**config.mk**
```make
export PLATFORM = sky130hd
export DESIGN_NAME = float_unit_arbiter
export DESIGN_NICKNAME = d
export VERILOG_FILES = /design/src/rtl/float_unit_arbiter.sv
export SDC_FILE = /design/constraint.sdc
export NUM_CORES = 1
export LEC_CHECK = 0
export CAP_MARGIN = 25
export CORE_AREA = 2 2 306 308
export CTS_CLUSTER_DIAMETER = 60
export DETAILED_ROUTE_END_ITERATION = 12
export DIE_AREA = 0 0 308 310
export PLACE_DENSITY = 0.3
export SLEW_MARGIN = 20
export SYNTH_ARGS = -nofsm -noshare
export SYNTH_HDL_FRONTEND = slang
export SYNTH_SLANG_ARGS = --single-unit
```
**constraint.sdc**
```tcl
create_clock -name clk -period 5.7 [get_ports clk]
set_clock_uncertainty 0.1 [all_clocks]
set_input_delay 0.57 -clock clk [delete_from_list [all_inputs] [get_ports clk]]
set_output_delay 0.57 -clock clk [all_outputs]
set_load 0.005 [all_outputs]
```
**src/rtl/float_unit_arbiter.sv**
```systemverilog
// float_unit_arbiter: round-robin sharing of one float adder/subtractor and
// one float multiplier among REQUESTERS clients. The grant is registered and
// one-hot; the granted client's operands are steered onto the shared unit
// inputs, and unit results are broadcast to all clients unconditionally.
// A client may hold both units across several cycles with its lock bit.
// Optional lock watchdog: define FLOAT_ARB_WATCHDOG_EN to enable it. With the
// macro undefined there is no counter and timeout is tied low.
module float_unit_arbiter #(
  parameter int REQUESTERS = 4,
  parameter int LOCK_LIMIT = 15
) (
  input  logic                       clk,
  input  logic                       clr,
  input  logic [REQUESTERS-1:0]      req,
  input  logic [REQUESTERS-1:0]      lock,
  input  logic [32*REQUESTERS-1:0]   cl_fadd_a,
  input  logic [32*REQUESTERS-1:0]   cl_fadd_b,
  input  logic [32*REQUESTERS-1:0]   cl_fmul_a,
  input  logic [32*REQUESTERS-1:0]   cl_fmul_b,
  input  logic [REQUESTERS-1:0]      cl_add_sub,
  output logic [31:0]                fadd_a_in,
  output logic [31:0]                fadd_b_in,
  output logic [31:0]                fmul_a_in,
  output logic [31:0]                fmul_b_in,
  output logic                       add_sub,
  input  logic [31:0]                fadd_sub_out,
  input  logic [31:0]                fmul_out,
  output logic [31:0]                res_add,
  output logic [31:0]                res_mul,
  output logic [REQUESTERS-1:0]      grant,
  output logic                       busy,
  output logic                       timeout
);

  localparam int PW = (REQUESTERS > 1) ? $clog2(REQUESTERS) : 1;

  logic [PW-1:0]         ptr;
  logic [PW-1:0]         grant_idx;
  logic [PW-1:0]         scan_start;
  logic [PW-1:0]         scan_idx;
  logic [REQUESTERS-1:0] next_grant;
  logic                  has_grant;
  logic                  hold_req;
  logic                  force_release;
  logic                  hold;
  logic                  found;

  assign has_grant = |grant;
  assign busy      = has_grant;
  assign hold_req  = |(grant & req & lock);
  assign hold      = hold_req & ~force_release;

  assign res_add = fadd_sub_out;
  assign res_mul = fmul_out;

  // Binary index of the currently granted client (zero when idle).
  always_comb begin
    grant_idx = '0;
    for (int i = 0; i < REQUESTERS; i++) begin
      if (grant[i]) grant_idx = PW'(i);
    end
  end

  // Pick the next grant: the scan starts just past the client whose grant is
  // ending (so it becomes lowest priority), or at ptr when nobody is granted.
  always_comb begin
    if (has_grant) begin
      scan_start = (int'(grant_idx) == REQUESTERS - 1) ? '0 : grant_idx + PW'(1);
    end else begin
      scan_start = ptr;
    end
    next_grant = '0;
    found      = 1'b0;
    scan_idx   = '0;
    for (int k = 0; k < REQUESTERS; k++) begin
      if (int'(scan_start) + k >= REQUESTERS) begin
        scan_idx = PW'(int'(scan_start) + k - REQUESTERS);
      end else begin
        scan_idx = PW'(int'(scan_start) + k);
      end
      if (!found && req[scan_idx]) begin
        next_grant[scan_idx] = 1'b1;
        found                = 1'b1;
      end
    end
  end

  // Grant and priority pointer; a held lock freezes both.
  always_ff @(posedge clk) begin
    if (!clr) begin
      grant <= '0;
      ptr   <= '0;
    end else if (!hold) begin
      grant <= next_grant;
      ptr   <= scan_start;
    end
  end

  // Steer the granted client's operands onto the shared units (zero if idle).
  always_comb begin
    fadd_a_in = '0;
    fadd_b_in = '0;
    fmul_a_in = '0;
    fmul_b_in = '0;
    add_sub   = 1'b0;
    for (int i = 0; i < REQUESTERS; i++) begin
      if (grant[i]) begin
        fadd_a_in = fadd_a_in | cl_fadd_a[32*i +: 32];
        fadd_b_in = fadd_b_in | cl_fadd_b[32*i +: 32];
        fmul_a_in = fmul_a_in | cl_fmul_a[32*i +: 32];
        fmul_b_in = fmul_b_in | cl_fmul_b[32*i +: 32];
        add_sub   = add_sub | cl_add_sub[i];
      end
    end
  end

`ifdef FLOAT_ARB_WATCHDOG_EN
  localparam int CW = ($clog2(LOCK_LIMIT + 1) > 4) ? $clog2(LOCK_LIMIT + 1) : 4;

  logic [CW-1:0] lock_cnt;

  assign force_release = hold_req && (lock_cnt == CW'(LOCK_LIMIT));

  // Count held lock cycles; on reaching the limit the lock is ignored for one
  // edge, the grant rotates and timeout pulses for the following cycle.
  always_ff @(posedge clk) begin
    if (!clr) begin
      lock_cnt <= '0;
      timeout  <= 1'b0;
    end else begin
      timeout <= force_release;
      if (hold) lock_cnt <= lock_cnt + CW'(1);
      else      lock_cnt <= '0;
    end
  end
`else
  logic unused_lock_limit;

  assign unused_lock_limit = (LOCK_LIMIT > 0);
  assign force_release     = 1'b0;
  assign timeout           = 1'b0;
`endif

endmodule

```
==> reports/summary.txt <==
Dpl ws = 2.145 ns
Max_slew headroom = 0.2797
Post-cts hold buffer count = 0
All-Layer GR Usage = 0.1019
CTS tree = done
Post-route DRC = 0
CP required = 5.03 ns
Run status = complete, no violations
Async S/R FF share, synth = 0
Pwr Total = 3665 uW
Routed WL = 52590 um
Synthesized cell area = 3904 um2
Synthesis Warnings = 0
Worst Path Max Fanout = 80
Static Leak = 0.003928 uW
Worst Path Buf+Inv = 2
Synth top area share = 0.4962
Via Count = 7377
Clk pin slew, worst setup/hold paths = 0.03 ns
Syn_nets = 1198
Vias in the first global route = 7650
Max Clk Rate = 0.2779 GHz
Iter 0 DRT Violations = 349
Share of cells above drive strength 1 = 0.01913
Cell breakdown of the critical path = buf_12 -> a22oi_1 -> nand2_1 -> clkdlybuf4s50_1
# IOs = 789
Wirelength per Cell = 22.36 um
First-pass GRT wire length = 66830 um
CP Class = flip-flop to output pin
Sequential share of the synthesized area = 0.03077
Final Max Slew Viols = 0
Top-count cell post-synth = a22oi_1
Slowest-stage cell, CP = dfxtp_4
H-tree levels = 1
NumNets Final = 1742
Final setup TNS = 0 ns
Final setup viols = 0
Ys flop type = dfxtp_1
Post-synth EDFFs = 0
Fin crit share = 0.6312
Fin crit period = 3.598 ns
Die height = 310 um
Num CTS Buffers = 3
Synth area leader = a22oi_1
Commonest cells post-synth = 258 x a22oi_1, 132 x nand2_1, 66 x buf_4
CP Capture Type = output pin
Die extent in x = 308 um
Max-Cap Viols = 0
Synthesis-to-finish area growth = 193.3%
Longest Clk Path Bufs = 2
Die area = 95480 um2
DR vias/cell = 3.136
Post-DP HPWL = 45680 um
Maximum vdd ir drop = 0.1776 mV
DRT Pass-1 Iters = 7
RSZ-0062 raised after global routing = no
Startpoint Class = flip-flop
Post-Syn Instances = 607
Worst Hold Class = flip-flop to flip-flop
Antenna Violating Nets Remaining = 0
Multi-input logic area = 3022 um2
Fin. Hold Viols = 0
Post-cts resize count = 0
Yosys reg bits = 6
Fillcell total = 10660
Reg2Reg Setup Slack = 2.32 ns
Worst-Skew Late Latency = 0.23 ns
Initial antenna violation count = 26
Synth area leaders = a22oi_1 50%, buf_4 13%, nand2_1 13%
CTS root buffer = clkbuf_16
Clock sink total = 6
Post-CTS Setup Bufs = 0
Sequential cell area = 135.1 um2
Hold slack = 0.5029 ns
Total grt overflow = 0
IO Port Bufs = 659
Power density over cell area = 320.1 nW/um2
Peak per-stage delay on the critical path = 0.89 ns
Pin count of the biggest net entering global routing = 81
Routability cong. = 0.7287
Netlist cell types = 50
Row cnt = 112
Starting density of the core = 0.04221
Mean area per synthesized cell = 6.431 um2
Largest delay share family, worst path = buffers and inverters
Core footprint = 92490 um2
Least-Margin Pin Slew = 1.080 ns
Final setup margin = 2.102 ns
Worst Path Arrival = 2.93 ns
[logic make-up after synthesis]
kind of cell	share of synthesized area
AOI/OAI and AO/OA	0.5875
adders and majority gates	0.003205
buffers and inverters	0.1952
DFF	0.03077
muxes	0.01122
other	0.0009606
and+or+nand+nor	0.1712
[cells in the final DEF (no fill, tap or decap), types with 2 or more instances in the layout]
master,count
a22oi_1,258
inv_1,10
o21ai_0,4
buf_4,4
clkdlybuf4s50_1,659
dfxtp_1,2
nand3_1,6
a31oi_1,2
o2111ai_1,3
buf_12,2
a211oi_1,2
a21o_1,2
o211ai_1,9
nand2_1,132
nor2_1,5
clkbuf_16,3
nand4b_1,2
nor2b_1,5
dfxtp_4,4
nand2b_1,2
and2_1,2
diode_2,5
a41oi_2,2
[worst paths after layout]
check                           startpoint       endpoint  depth (start not counted)
worst max-delay path              grant[2]  fadd_a_in[11]                          4
worst min-delay path                ptr[0]         ptr[0]                          2
worst max register to register    grant[2]       grant[1]                          9
worst min register to register      ptr[0]         ptr[0]                          2
[sequential cells by signal, summed over array words and instances, names as in the netlist]
register  flops
grant         4
ptr           2
[through the flow]
stage                       util  instance area [um2]  std cells
after global routing      0.1237                11440       2349
after CTS                 0.1237                11440       2347
after global placement    0.1228                11360       2343
after detailed placement  0.1228                11360       2343
final                     0.1238                11450       2352
after floorplan                -                 3904        607
[report_power, final]
group	switching, uW	internal (uW)
clock network	26.5	93.0
logic	1600	1650
registers	225	64.6
total	1850	1810
[cell type report]
cell class | count | share of cell area
clock buffer | 4 | 0.006885
tap | 1197 | 0.1308
sequential | 6 | 0.01180
inverter | 10 | 0.003278
antenna | 5 | 0.001093
multi-input combinational | 465 | 0.2639
timing repair buffer | 665 | 0.5822
[worst register-to-register path, delay by kind of cell (launching register included)]
| kind | cells | cell delay [ns] |
|---|---|---|
| buf+inv | 3 | 0.58 |
| fa+ha+maj | 1 | 0.19 |
| flops | 1 | 0.89 |
| simple gates | 1 | 0.24 |
| compound gates | 4 | 1.28 |
[per-layer routing]
layer / track usage / vias to the layer above / share of wire
li1: - / 3407 / -
met1: 0.1169 / 3344 / 0.39
met2: 0.1728 / 519 / 0.46
met3: 0.04604 / 83 / 0.12
met4: 0.02337 / 24 / 0.026
met5: 0 / - / 0.0029
No activity file was read; power rests on OpenSTA's default activity.
==> RTL change (same settings) <==
The parameter `REQUESTERS` goes from 4 to 2.
--- a/src/rtl/float_unit_arbiter.sv
+++ b/src/rtl/float_unit_arbiter.sv
@@ -6,7 +6,7 @@
 // Optional lock watchdog: define FLOAT_ARB_WATCHDOG_EN to enable it. With the
 // macro undefined there is no counter and timeout is tied low.
 module float_unit_arbiter #(
-  parameter int REQUESTERS = 4,
+  parameter int REQUESTERS = 2,
   parameter int LOCK_LIMIT = 15
 ) (
   input  logic                       clk,
Ports: changed (8 resized); port bits go from 789 to 525. No check against the original RTL was run, so the function may have changed too.
==> RTL change against the unedited design <==
  * Setup slack improved by 560 ps
  * Register-to-register slack improved by 1600 ps
  * Non-clock buffer count fell by 268
  * Wire length fell by 63%
  * Fmax rose by 18%
  * Design area fell by 40%
  * Via count fell by 53%
  * Sequential cell count fell by 3
  * Synthesized area fell by 49%
  * Critical path depth fell by 1
Power is left out: it rests on default switching activity, and per cell area and clock period it moved more than threefold.
==> RTL change: results (changes against the unedited design) <==
Drt
  • Total length of routed wires: 19.59 mm (was 52.59 mm)
  • Count of routing violations after the opening detailed-route iteration: 57 (was 349)
  • Routed vias: 3462 (was 7377)
  • Number of detailed-routing iterations run before antenna repair: 4 (was 7)

Synth
  • Arithmetic-cell share of the synthesized area counting full adders, half adders and majority gates: 0 (was 0.003205)
  • Cell types with the largest area share after synthesis: a22o_1 56%, buf_4 25%, buf_2 5.7% (was a22oi_1 50%, buf_4 13%, nand2_1 13%)
  • Number of warnings reported in the yosys synthesis log: 0 (unchanged)
  • Share of cell area taken by muxes after synthesis: 0 (was 0.01122)
  • Most frequent cell after synthesis: a22o_1 (was a22oi_1)
  • Commonest register cell after synthesis: dfxtp_1 (unchanged)
  • List of most frequent post-synthesis cells: 129 x a22o_1, 66 x buf_4, 23 x buf_2, 7 x buf_6 (was 258 x a22oi_1, 132 x nand2_1, 66 x buf_4, 50 x clkbuf_1, 10 x inv_1)
  • Post-synth cell types: 21 (was 50)
  • Xor/xnor share of the synthesized area: 0 (unchanged)
  • Seq/Total Area, Yosys: 0.02993 (was 0.03077)
  • Compound-gate portion of the synthesized area: 0.6010 (was 0.5875)
  • Synthesized netlist net count: 576 (was 1198)

Layout
  • NumNets Final: 882 (was 1742)
  • Largest registers ranked by flip-flop count: grant (2), ptr (1) (was grant (4), ptr (2))
  • Layout cells sized above 1: 0.01627 (was 0.01913)

Setup path
  • Maximum fanout count along the critical path: 72 (was 80)
  • Data arrival time at the worst-slack endpoint: 2370 ps (was 2930 ps)
  • Largest stage delay on the critical path: 830 ps (was 890 ps)
  • Crit path max-delay family: buffers and inverters (unchanged)

Run status
  • Result of the run: completed (unchanged)

Global route
  • Number of antenna violations at the first check in global routing: 11 (was 26)
  • Via count of the first global-routing pass: 3698 (was 7650)
  • Overall global routing resource usage: 0.03646 (was 0.1019)
  • Maximum number of pins on one net before global-route repair: 73 (was 81)
  • Wire length of the first global-routing pass: 24.43 mm (was 66.83 mm)

Placed design
  • Final RePlAce weighted congestion: 0.7434 (was 0.7287)
  • Count of buffers from port buffering: 395 (was 659)
  • Detail Placement HPWL: 16.99 mm (was 45.68 mm)

Clocking
  • Worst-path clk slew: 30 ps (about the same)
  • Number of clock buffers inserted by TritonCTS: 3 (unchanged)
  • Post-CTS repair timing setup buffer count: 0 (unchanged)
  • CTS H-tree lvls: 1 (unchanged)
  • Clock Tree Buf Depth: 2 (unchanged)
  • Clock latency of the later-clocked register in the worst-skew pair: 220 ps

Worst hold path
  • Worst min path class: register to register (unchanged)

Timing
  • Endpoints failing hold: 0 (unchanged)
  • Slew of the pin with the lowest slew margin: 822.2 ps (was 1080 ps)
RTL change: metrics by stage:
step	cells	setup slack [ps]	hold slack [ps]	util	area, um2
final	1754	2661	403.1	0.07466	6905
after global routing	1752	2544	444.1	0.07461	6900
after CTS	1750	2611	406.7	0.07455	6895
after detailed placement	1746	2842	402.4	0.07370	6817
after global placement	1746	2848	410.1	0.07370	6817
after floorplan	248	4129	365.2	-	2007
RTL change: path summary, 6_finish.rpt:
path	slack [ps]	to	start	cells after the start
worst max-delay path	2660	fmul_b_in[24]	grant[0]$_SDFFE_PN0N_	3
worst max register to register	3870	grant[1]$_SDFFE_PN0N_	grant[0]$_SDFFE_PN0N_	4
worst min-delay path	400	ptr$_SDFFE_PN0N_	ptr$_SDFFE_PN0N_	2
worst min register to register	400	ptr$_SDFFE_PN0N_	ptr$_SDFFE_PN0N_	2
RTL change: layer usage:
metal / global-route usage / vias to the layer above / share of wire
li1: - / 1544 / -
met1: 0.02289 / 1473 / 0.24
met2: 0.07123 / 351 / 0.49
met3: 0.02173 / 80 / 0.17
met4: 0.03120 / 14 / 0.089
met5: 0 / - / 0.0046
RTL change: layout make-up:
cell class | count | area (um2)
Timing Repair Buffer | 397 | 3994
Fill cell | 10805 | 85580
Sequential cell | 3 | 67.56
Multi-Input combinational cell | 149 | 1257
Tap cell | 1197 | 1498
Antenna cell | 4 | 10.01
Clock buffer | 4 | 78.83
RTL change: kinds of logic (layout without fill, tap and decap cells):
family          count (synthesis)  after routing
flops                           3              3
other cells                     1              5
buf+inv                        96            401
compound gates                139            139
simple gates                    9              9
RTL change: worst min-delay path: stages, from the launching register on:
cell	delay, ps
dfxtp_1	320
nand2_1	60
a21boi_0	70
